$ cat src/rtl/byte_unstriping_pkg.sv
// Shared defaults and width helper for the N-lane byte unstriper.
package byte_unstriping_pkg;

    localparam int DEF_NUM_LANES = 2;
    localparam int DEF_WIDTH     = 32;
    localparam int DEF_DEPTH     = 4;

    function automatic int clog2(input int value);
        int r;
        int v;
        r = 0;
        v = value - 1;
        while (v > 0) begin
            r = r + 1;
            v = v >> 1;
        end
        return r;
    endfunction

endpackage

$ cat src/rtl/byte_unstriping_n_lane_fifo.sv
// Per-lane word FIFO; a push into a full FIFO is accepted only when a pop frees a slot at the same edge.
module lane_fifo
    import byte_unstriping_pkg::*;
#(
    parameter int WIDTH = DEF_WIDTH,
    parameter int DEPTH = DEF_DEPTH
) (
    input  logic             clk,
    input  logic             reset,
    input  logic             push,
    input  logic             pop,
    input  logic [WIDTH-1:0] din,
    output logic             full,
    output logic             empty,
    output logic [WIDTH-1:0] dout,
    output logic             ovf
);

    localparam int AW = clog2(DEPTH);

    logic [WIDTH-1:0] mem_q [DEPTH];
    logic [AW-1:0]    wr_ptr_q, rd_ptr_q;
    logic [AW:0]      count_q, count_d;
    logic             full_q;
    logic             do_push, do_pop;

    assign do_pop  = pop && (count_q != '0);
    assign do_push = push && (!full_q || do_pop);
    assign ovf     = push && !do_push;
    assign full    = full_q;
    assign empty   = (count_q == '0);
    assign dout    = mem_q[rd_ptr_q];

    always_comb begin
        count_d = count_q;
        case ({do_push, do_pop})
            2'b10:   count_d = count_q + 1'b1;
            2'b01:   count_d = count_q - 1'b1;
            default: count_d = count_q;
        endcase
    end

    always_ff @(posedge clk or posedge reset) begin
        if (reset) begin
            wr_ptr_q <= '0;
            rd_ptr_q <= '0;
            count_q  <= '0;
            full_q   <= 1'b0;
        end else begin
            if (do_push) wr_ptr_q <= wr_ptr_q + 1'b1;
            if (do_pop)  rd_ptr_q <= rd_ptr_q + 1'b1;
            count_q <= count_d;
            full_q  <= (count_d == (AW+1)'(DEPTH));
        end
    end

    // Storage carries no reset; occupancy alone decides what is valid.
    always_ff @(posedge clk) begin
        if (do_push) mem_q[wr_ptr_q] <= din;
    end

endmodule

$ cat src/rtl/byte_unstriping_n.sv
// Merges NUM_LANES buffered lanes into one stream in strict round-robin order with output backpressure.
module byte_unstriping_n
    import byte_unstriping_pkg::*;
#(
    parameter int NUM_LANES = DEF_NUM_LANES,
    parameter int WIDTH     = DEF_WIDTH,
    parameter int DEPTH     = DEF_DEPTH
) (
    input  logic                       clk,
    input  logic                       reset,
    input  logic [NUM_LANES*WIDTH-1:0] lane_data,
    input  logic [NUM_LANES-1:0]       lane_valid,
    output logic [NUM_LANES-1:0]       lane_ready,
    output logic [WIDTH-1:0]           data_out,
    output logic                       valid_out,
    input  logic                       ready_in,
    output logic [NUM_LANES-1:0]       overflow
);

    localparam int            PW   = clog2(NUM_LANES);
    localparam logic [PW-1:0] LAST = PW'(NUM_LANES - 1);

    logic [PW-1:0]        rr_ptr_q, rr_ptr_d;
    logic [WIDTH-1:0]     data_q, data_d;
    logic                 valid_q, valid_d;
    logic [NUM_LANES-1:0] overflow_q;
    logic [NUM_LANES-1:0] pop, full, empty, ovf;
    logic [WIDTH-1:0]     dout [NUM_LANES];
    logic                 loadable, take;

    // An empty current lane stalls everything so lane order is never broken.
    assign loadable = !valid_q || ready_in;
    assign take     = loadable && !empty[rr_ptr_q];

    for (genvar g = 0; g < NUM_LANES; g++) begin : g_lane
        assign pop[g] = take && (rr_ptr_q == PW'(g));

        lane_fifo #(
            .WIDTH (WIDTH),
            .DEPTH (DEPTH)
        ) u_fifo (
            .clk   (clk),
            .reset (reset),
            .push  (lane_valid[g]),
            .pop   (pop[g]),
            .din   (lane_data[g*WIDTH +: WIDTH]),
            .full  (full[g]),
            .empty (empty[g]),
            .dout  (dout[g]),
            .ovf   (ovf[g])
        );
    end

    always_comb begin
        rr_ptr_d = rr_ptr_q;
        data_d   = data_q;
        valid_d  = valid_q;
        if (loadable) begin
            valid_d = take;
            if (take) begin
                data_d   = dout[rr_ptr_q];
                rr_ptr_d = (rr_ptr_q == LAST) ? '0 : rr_ptr_q + 1'b1;
            end
        end
    end

    always_ff @(posedge clk or posedge reset) begin
        if (reset) begin
            rr_ptr_q   <= '0;
            data_q     <= '0;
            valid_q    <= 1'b0;
            overflow_q <= '0;
        end else begin
            rr_ptr_q   <= rr_ptr_d;
            data_q     <= data_d;
            valid_q    <= valid_d;
            overflow_q <= overflow_q | ovf;
        end
    end

    assign lane_ready = ~full;
    assign data_out   = data_q;
    assign valid_out  = valid_q;
    assign overflow   = overflow_q;

endmodule

$ cat config.mk
export PLATFORM = sky130hd
export DESIGN_NAME = byte_unstriping_n
export DESIGN_NICKNAME = d
export VERILOG_FILES = /design/src/rtl/byte_unstriping_pkg.sv /design/src/rtl/byte_unstriping_n_lane_fifo.sv /design/src/rtl/byte_unstriping_n.sv
export SDC_FILE = /design/constraint.sdc
export NUM_CORES = 1
export LEC_CHECK = 0
export ABC_AREA = 1
export BUFFER_PORTS_ARGS = -buffer_cell sky130_fd_sc_hd__buf_2
export CAP_MARGIN = 10
export CORE_MARGIN = 1.5
export CORE_UTILIZATION = 35
export CTS_CLUSTER_SIZE = 20
export DETAILED_ROUTE_END_ITERATION = 10
export MAX_ROUTING_LAYER = met4
export PLACE_DENSITY = 0.53
export SYNTH_ARGS = -nofsm -noshare
export SYNTH_HDL_FRONTEND = slang
export SYNTH_SLANG_ARGS = --single-unit
$ cat constraint.sdc
create_clock -name clk -period 2.81 [get_ports clk]
set_clock_uncertainty 0.05 [all_clocks]
set_input_delay 0.4215 -clock clk [delete_from_list [all_inputs] [get_ports clk]]
set_output_delay 0.4215 -clock clk [all_outputs]
set_load 0.02 [all_outputs]
* Yosys cells after proc, flatten, opt, wreduce, memory -nomap -nowiden *
Memory sizes are Yosys's and may differ from the RTL's.
Cells that the tools add are included.
Widths: inputs -> output; s select.

cells by class
  reductions and logical operators = 23
  $lt $le $gt $ge = 2
  muxes and demuxes = 12
  add/subtract/negate cells = 9
  equality and inequality tests = 6
  bitwise logic cells = 4
  divide/modulo/power cells = 0
  multipliers = 0
  shifts and indexed selects = 0

operators with widths
  operator             number
  $mux 32              3
  $pmux 3 s2           2
  $logic_and 1x1->1    9
  $add 2x1->2 const B  4
  $mux 1               7
  $add 3x1->3 const B  2
  $eq 3x3->1 const B   2
  $logic_not 1->1      6
  $logic_not 3->1      2
  $reduce_bool 3->1    2
  $sub 3x1->3 const B  2
  $eq 2x1->1 const B   2
  $eq 2x2->1 const B   2
  $logic_or 1x1->1     3
  $ge 2x2->1 const B   1
  $lt 1x2->1 const B   1
  $not 1->2            1
  $not 2->2            1
  $or 2x2->2           1
  $reduce_and 2->1     1
  $add 1x1->1 const B  1
  $not 1->1            1

storage, ports and cells
  output and inout bits = 37
  ROM bits = 0
  register bits = 52
  word-level logic and storage cells = 70
  latch bits = 0
  RAM bits = 256
  memories kept = 2
  bits of input ports = 69

memories
  name                    depth  width  read ports  clocked after Yosys merged registers in  wr ports  line                               RTL
  g_lane[0].u_fifo.mem_q  4      32     1           0                                        1         byte_unstriping_n_lane_fifo.sv:21  logic [WIDTH-1:0] mem_q [DEPTH];
  g_lane[1].u_fifo.mem_q  4      32     1           0                                        1         byte_unstriping_n_lane_fifo.sv:21

* Logic depth before layout (Yosys ltp) *
  word-level depth = 12
  gate-level depth with buffers = 12
  gate-level depth less buffers = 12

* Cells and area by module *
From an unflattened synthesis, not the netlist that was laid out.

second synthesis, totals
  cells, all modules = 1013
  area total of the unflattened synthesis = 12978.7 um2

by module, submodules not included
  module                        area each (um2)  cells an instance  seq. area each (um2)  instances
  lane_fifo (g_lane[1].u_fifo)  5541.6           373                4043.9                1
  lane_fifo (g_lane[0].u_fifo)  5540.3           373                4043.9                1
  byte_unstriping_n             1896.8           267                900.9                 1

* Worst setup path before layout *
Ideal clock, no wire load.

  kind = reg-to-reg
  from = register valid_q (netlist: valid_out)
  to = memory g_lane[0].u_fifo.mem_q[0][0] (netlist bit), enable pin
  path buffers = 0
  setup time = 0.421 ns
  required time = 2.339 ns
  period minus slack after synthesis = 2.829 ns
  data arrival time = 2.358 ns
  setup slack = -0.019 ns
  stages on the path, launching flop included = 6
  cells stage by stage = dfrtp_1 > nand2_2 > nand3_2 > nand2_1 > nand2_1 > nor2_1

on the way
  longest elaborated chain between the ends = 9

ends and longest elaborated chain
  what                          line                               RTL
  from (decl)                   byte_unstriping_n.sv:25            logic valid_q, valid_d;
  from (signal assigned)        byte_unstriping_n.sv:76            valid_q <= valid_d;
  $logic_not 1->1               byte_unstriping_n.sv:32            assign loadable = !valid_q || ready_in;
  $logic_or 1x1->1              byte_unstriping_n.sv:32
  $logic_and 1x1->1             byte_unstriping_n.sv:33            assign take = loadable && !empty[rr_ptr_q];
  $logic_and 1x1->1             byte_unstriping_n.sv:36            assign pop[g] = take && (rr_ptr_q == PW'(g));
  $logic_and 1x1->1             byte_unstriping_n_lane_fifo.sv:27  assign do_pop = pop && (count_q != '0);
  $logic_or 1x1->1              byte_unstriping_n_lane_fifo.sv:28  assign do_push = push && (!full_q || do_pop);
  $logic_and 1x1->1             byte_unstriping_n_lane_fifo.sv:28
  $mux 1                        byte_unstriping_n_lane_fifo.sv:59  if (do_push) mem_q[wr_ptr_q] <= din;
  $mux 1 (implied by the code)  byte_unstriping_n_lane_fifo.sv:59
  to (decl)                     byte_unstriping_n_lane_fifo.sv:21

Every way passes these cells.

* Worst setup path after layout *
  from = register g_lane[1].u_fifo.count_q[1]
  to = register g_lane[1].u_fifo.full_q

on the way
  longest elaborated chain between the ends = 12
  elaborated cells on any way between the ends = 16
  classes of those cells = 2 x add/sub; 3 x eq/ne; 3 x mux; 8 x reduce/logical

ends and longest elaborated chain
  what                                       line                               RTL
  from (decl)                                byte_unstriping_n_lane_fifo.sv:23  logic [AW:0] count_q, count_d;
  from (signal assigned)                     byte_unstriping_n_lane_fifo.sv:52  count_q <= count_d;
  $logic_not 3->1                            byte_unstriping_n_lane_fifo.sv:31  assign empty = (count_q == '0);
  $mux 1 (implied by the code) (2 in a row)  byte_unstriping_n.sv:33
  $logic_not 1->1                            byte_unstriping_n.sv:33
  $logic_and 1x1->1                          byte_unstriping_n.sv:33
  $logic_and 1x1->1                          byte_unstriping_n.sv:36
  $logic_and 1x1->1                          byte_unstriping_n_lane_fifo.sv:27
  $logic_or 1x1->1                           byte_unstriping_n_lane_fifo.sv:28
  $logic_and 1x1->1                          byte_unstriping_n_lane_fifo.sv:28
  $eq 2x1->1 or $eq 2x2->1 (tied branches)   byte_unstriping_n_lane_fifo.sv:36  case ({do_push, do_pop})
  $pmux 3 s2 (*)                             byte_unstriping_n_lane_fifo.sv:36
  $eq 3x3->1 (*)                             byte_unstriping_n_lane_fifo.sv:53  full_q <= (count_d == (AW+1)'(DEPTH));
  to (signal assigned)                       byte_unstriping_n_lane_fifo.sv:53
  to (decl)                                  byte_unstriping_n_lane_fifo.sv:24  logic full_q;

Mark *: on every way between the ends. The rest lies on a longest branch, timed or not. The select of a mux whose other input is x is not followed.
A chain may end at the register's enable or synchronous reset.

==> results.yml <==
clock_network:
  clk_transition_reported_paths_ns: 0.06
  cts_buf_count: 35
  tritoncts: "built"
  clock_sinks: 308
  htree_levels: 2
  cts_max_path_bufs: 3
  clock_insertion_delay_worst_skew_ns: 0.52
  cts_root_buf: "sky130_fd_sc_hd__clkbuf_16"
  cells_resized_by_post_cts_repair: 0
min_path:
  worstHoldEndpoint: "g_lane[1].u_fifo.mem_q[1][10]"
  worst_hold_path.num_cells: 1
  hold_wc_path_type: "in2reg"
  holdCritStartpoint: "lane_data[42]"
worst_setup_path:
  reg2reg_depth: 12
  crit_path_max_incr_delay_ns: 0.43
  worstPathCellList: "nor2_1 > nand2_1 > nand3_2 > nand2_1 > nand2_2 > ha_1 > inv_1 > fa_1 > or2_2 > nand3_1 > nand2_1 > a21oi_1"
  cp.required_ns: 3.19
  critical_path.startpoint_type: "flop"
  crit-reg2reg-capture: "g_lane[1].u_fifo.full"
  crit_path_frequent_cell: "sky130_fd_sc_hd__nand2_1"
  crit_path_start: "g_lane[1].u_fifo.count_q[1]"
  cp_max_fo: 7
  timing.critical_path.to_type: "flop"
  worst_ep_arrival_time_ns: 2.87
  master_of_the_slowest_instance_on_the_critical_path: "sky130_fd_sc_hd__fa_1"
  ff2ff_setup_slack_ns: 0.32
  reg2reg_from: "g_lane[1].u_fifo.count_q[1]"
  crit_type: "reg2reg"
layout:
  seq_area_um2: 8990
  design_area_um2: 15200
  final_cell_mix: "sky130_fd_sc_hd__nand2_1, sky130_fd_sc_hd__edfxtp_1, sky130_fd_sc_hd__inv_1"
  filler_instances: 3466
  layout_commonest_cell: "sky130_fd_sc_hd__nand2_1"
  multi_input_area_um2: 3050
  layout-area-overhead-vs-synth_pct: 17.1
  final-instance-count-excl-fill: 1858
  final_nets: 1442
  post_route_cells_drive_above_1_share_pct: 14.3
run_status:
  run_status: "finished, final reports clean"
synthesis:
  post_synth_main_area_contributors: "sky130_fd_sc_hd__edfxtp_1, sky130_fd_sc_hd__nand2_1, sky130_fd_sc_hd__dfrtp_1"
  number_of_cells_produced_by_synthesis: 1246
  postSynthRegisterBits: 308
  syn_nets: 1327
  yosys.area.top_type_share_pct: 59.3
  syn_area_um2: 13000
  post-synth-top-area-cell: "sky130_fd_sc_hd__edfxtp_1"
  yosys_warning_total: 0
  ys_seq_area_share_pct: 69.3
  mean_post_synth_cell_area_um2: 10.4
  synth_unique_cells: 24
drt:
  first_pass_iteration_count_of_the_detailed_router: 5
  drt-vias-per-instance: 4.47
  ant_nets: 0
  wl_per_cell_um: 16.0
  drt-initial-drc-count: 623
  drt-total-wl_um: 29700
  dr_total_vias: 8310
  drc: 0
floorplanning:
  die-area_um2: 38200
  die_w_um: 195
  boundaryPins: 106
  die_height_um: 195
  core_region_area_um2: 36500
  floorplan.initialDensity_pct: 35.5
  fp-row-count: 70
global_routing:
  globalRouteOverflowTotal: 0
  first_global_vias: 8075
  globalRouteTotalUtil_pct: 16.4
  grt_start_max_net_pins: 66
  first_pass_grt_wire_length_um: 46400
  grt_antenna_before_repair: 2
placement:
  gp_congestion: 0.778
  total_cell_area_at_the_placement_stage_um2: 14100
  place.detailed.instances: 1791
  dp_hpwl_um: 18200
  port_buffers: 105
pwr:
  combinational_power_share_pct: 33.8
  power_per_cell_area_nw_per_um2: 1070
  clock_power_share_pct: 26.8
  netSwitchingFraction_pct: 37.3
  switch_pwr_mw: 6.07
  seqPwrFrac_pct: 39.5
  power_report.internal_total_mw: 10.2
  totalPowerFinal_mw: 16.3
  static-leakage-power_nw: 6.84
  max-vdd-ir-drop_v: 0.000503
timing:
  final-hold-violation-count: 0
  final-max-slew-violation-count: 0
  clock_period_minus_final_worst_setup_slack_ns: 2.49
  finalCritPeriodShare_pct: 88.6
  holdWs_ns: 0.0627
  relSlewSlack_pct: 49.3
  rsz0062_at_grt: "no"
  max_freq_ghz: 0.402
  worst-slew-pin-transition_ns: 0.759
  setup_viol: 0
  setup_tns_ns: 0
run:
  number_of_max_cap_violations: 0
cell families (layout without fill, tap and decap cells):
| family | count (synthesis) | count (layout) | synth area share, % |
|---|---|---|---|
| other | 0 | 2 | 0 |
| adders and majority gates | 12 | 12 | 1.27 |
| AOI/OAI and AO/OA | 9 | 9 | 0.386 |
| buffers and inverters | 218 | 360 | 7.34 |
| and+or+nand+nor | 695 | 695 | 21.4 |
| xor gates and xnor gates | 4 | 4 | 0.270 |
| DFF | 308 | 308 | 69.3 |
worst max-delay path by stage:
| stage | end | slack, ns | cells after the start |
|---|---|---|---|
| final | g_lane[1].u_fifo.full | 0.32 | 12 |
| after global routing | g_lane[1].u_fifo.full | 0.09 | 12 |
| after CTS | g_lane[1].u_fifo.full | 0.30 | 12 |
| after detailed placement | g_lane[1].u_fifo.full | 0.26 | 13 |
| after global placement | g_lane[1].u_fifo.full | 0.32 | 13 |
| after floorplan | g_lane[0].u_fifo.mem_q[0][0] | -0.02 | 5 |
power groups by stage:
stage	logic [mW]	clock network [mW]	registers [mW]
floorplan	3.59	0	6.68
detailed placement	5.64	0	6.50
global placement	5.57	0	6.50
finish	5.49	4.35	6.42
CTS	5.67	4.47	6.42
global route	6.26	4.63	6.51
area by class of cell:
cell class	instances	share of cell area (%)
antenna	2	0.0330
clock buffer	46	6.18
clock inverter	18	1.01
inverter	167	4.13
multi-input combinational	720	20.1
sequential	308	59.2
tap	468	3.86
timing repair buffer	129	5.49
synth_stat cells, drive strengths merged:
master,instances
a21oi,2
buf,45
clkbuf,6
dfrtp,52
edfxtp,256
fa,2
ha,10
inv,167
nand2,572
nand3,109
nand4,2
nor2,10
o21ai,5
o21bai,2
or2,2
xor2,4
flip-flops by register name, indices dropped and copies added (netlist names):
signal / cells
data_out: 32
g_lane.u_fifo.count_q: 6
g_lane.u_fifo.full: 2
g_lane.u_fifo.mem_q: 256
g_lane.u_fifo.rd_ptr_q: 4
g_lane.u_fifo.wr_ptr_q: 4
overflow: 2
rr_ptr_q: 1
valid_out: 1
per-stage QoR:
step	worst slack, ns	util, %
6_report	0.320	41.6
5_1_grt	0.0878	41.6
4_1_cts	0.298	41.6
3_5_place_dp	0.259	38.6
3_3_place_gp	0.316	38.6
2_1_floorplan	-0.0195	-
what timing repair did:
item,in CTS,in global routing
hold buffers,1,0
hold endpoints to repair,27,0
setup buffers,0,0
routing by layer:
layer	track usage, %	share of wire [%]	routed length [um]
met1	21.8	46	13700
met2	26.3	48	14100
met5	-	0	0
met3	2.61	4.8	1430
met4	4.08	1.7	512
worst max-delay path: cells and delay by family, from the launching register on:
family / cells / cell delay (ns)
AOI/OAI and AO/OA: 1 / 0.12
adders and majority gates: 2 / 0.62
buffers and inverters: 1 / 0.07
and+or+nand+nor: 8 / 1.14
DFF: 1 / 0.39
No activity file was read; power rests on OpenSTA's default activity.
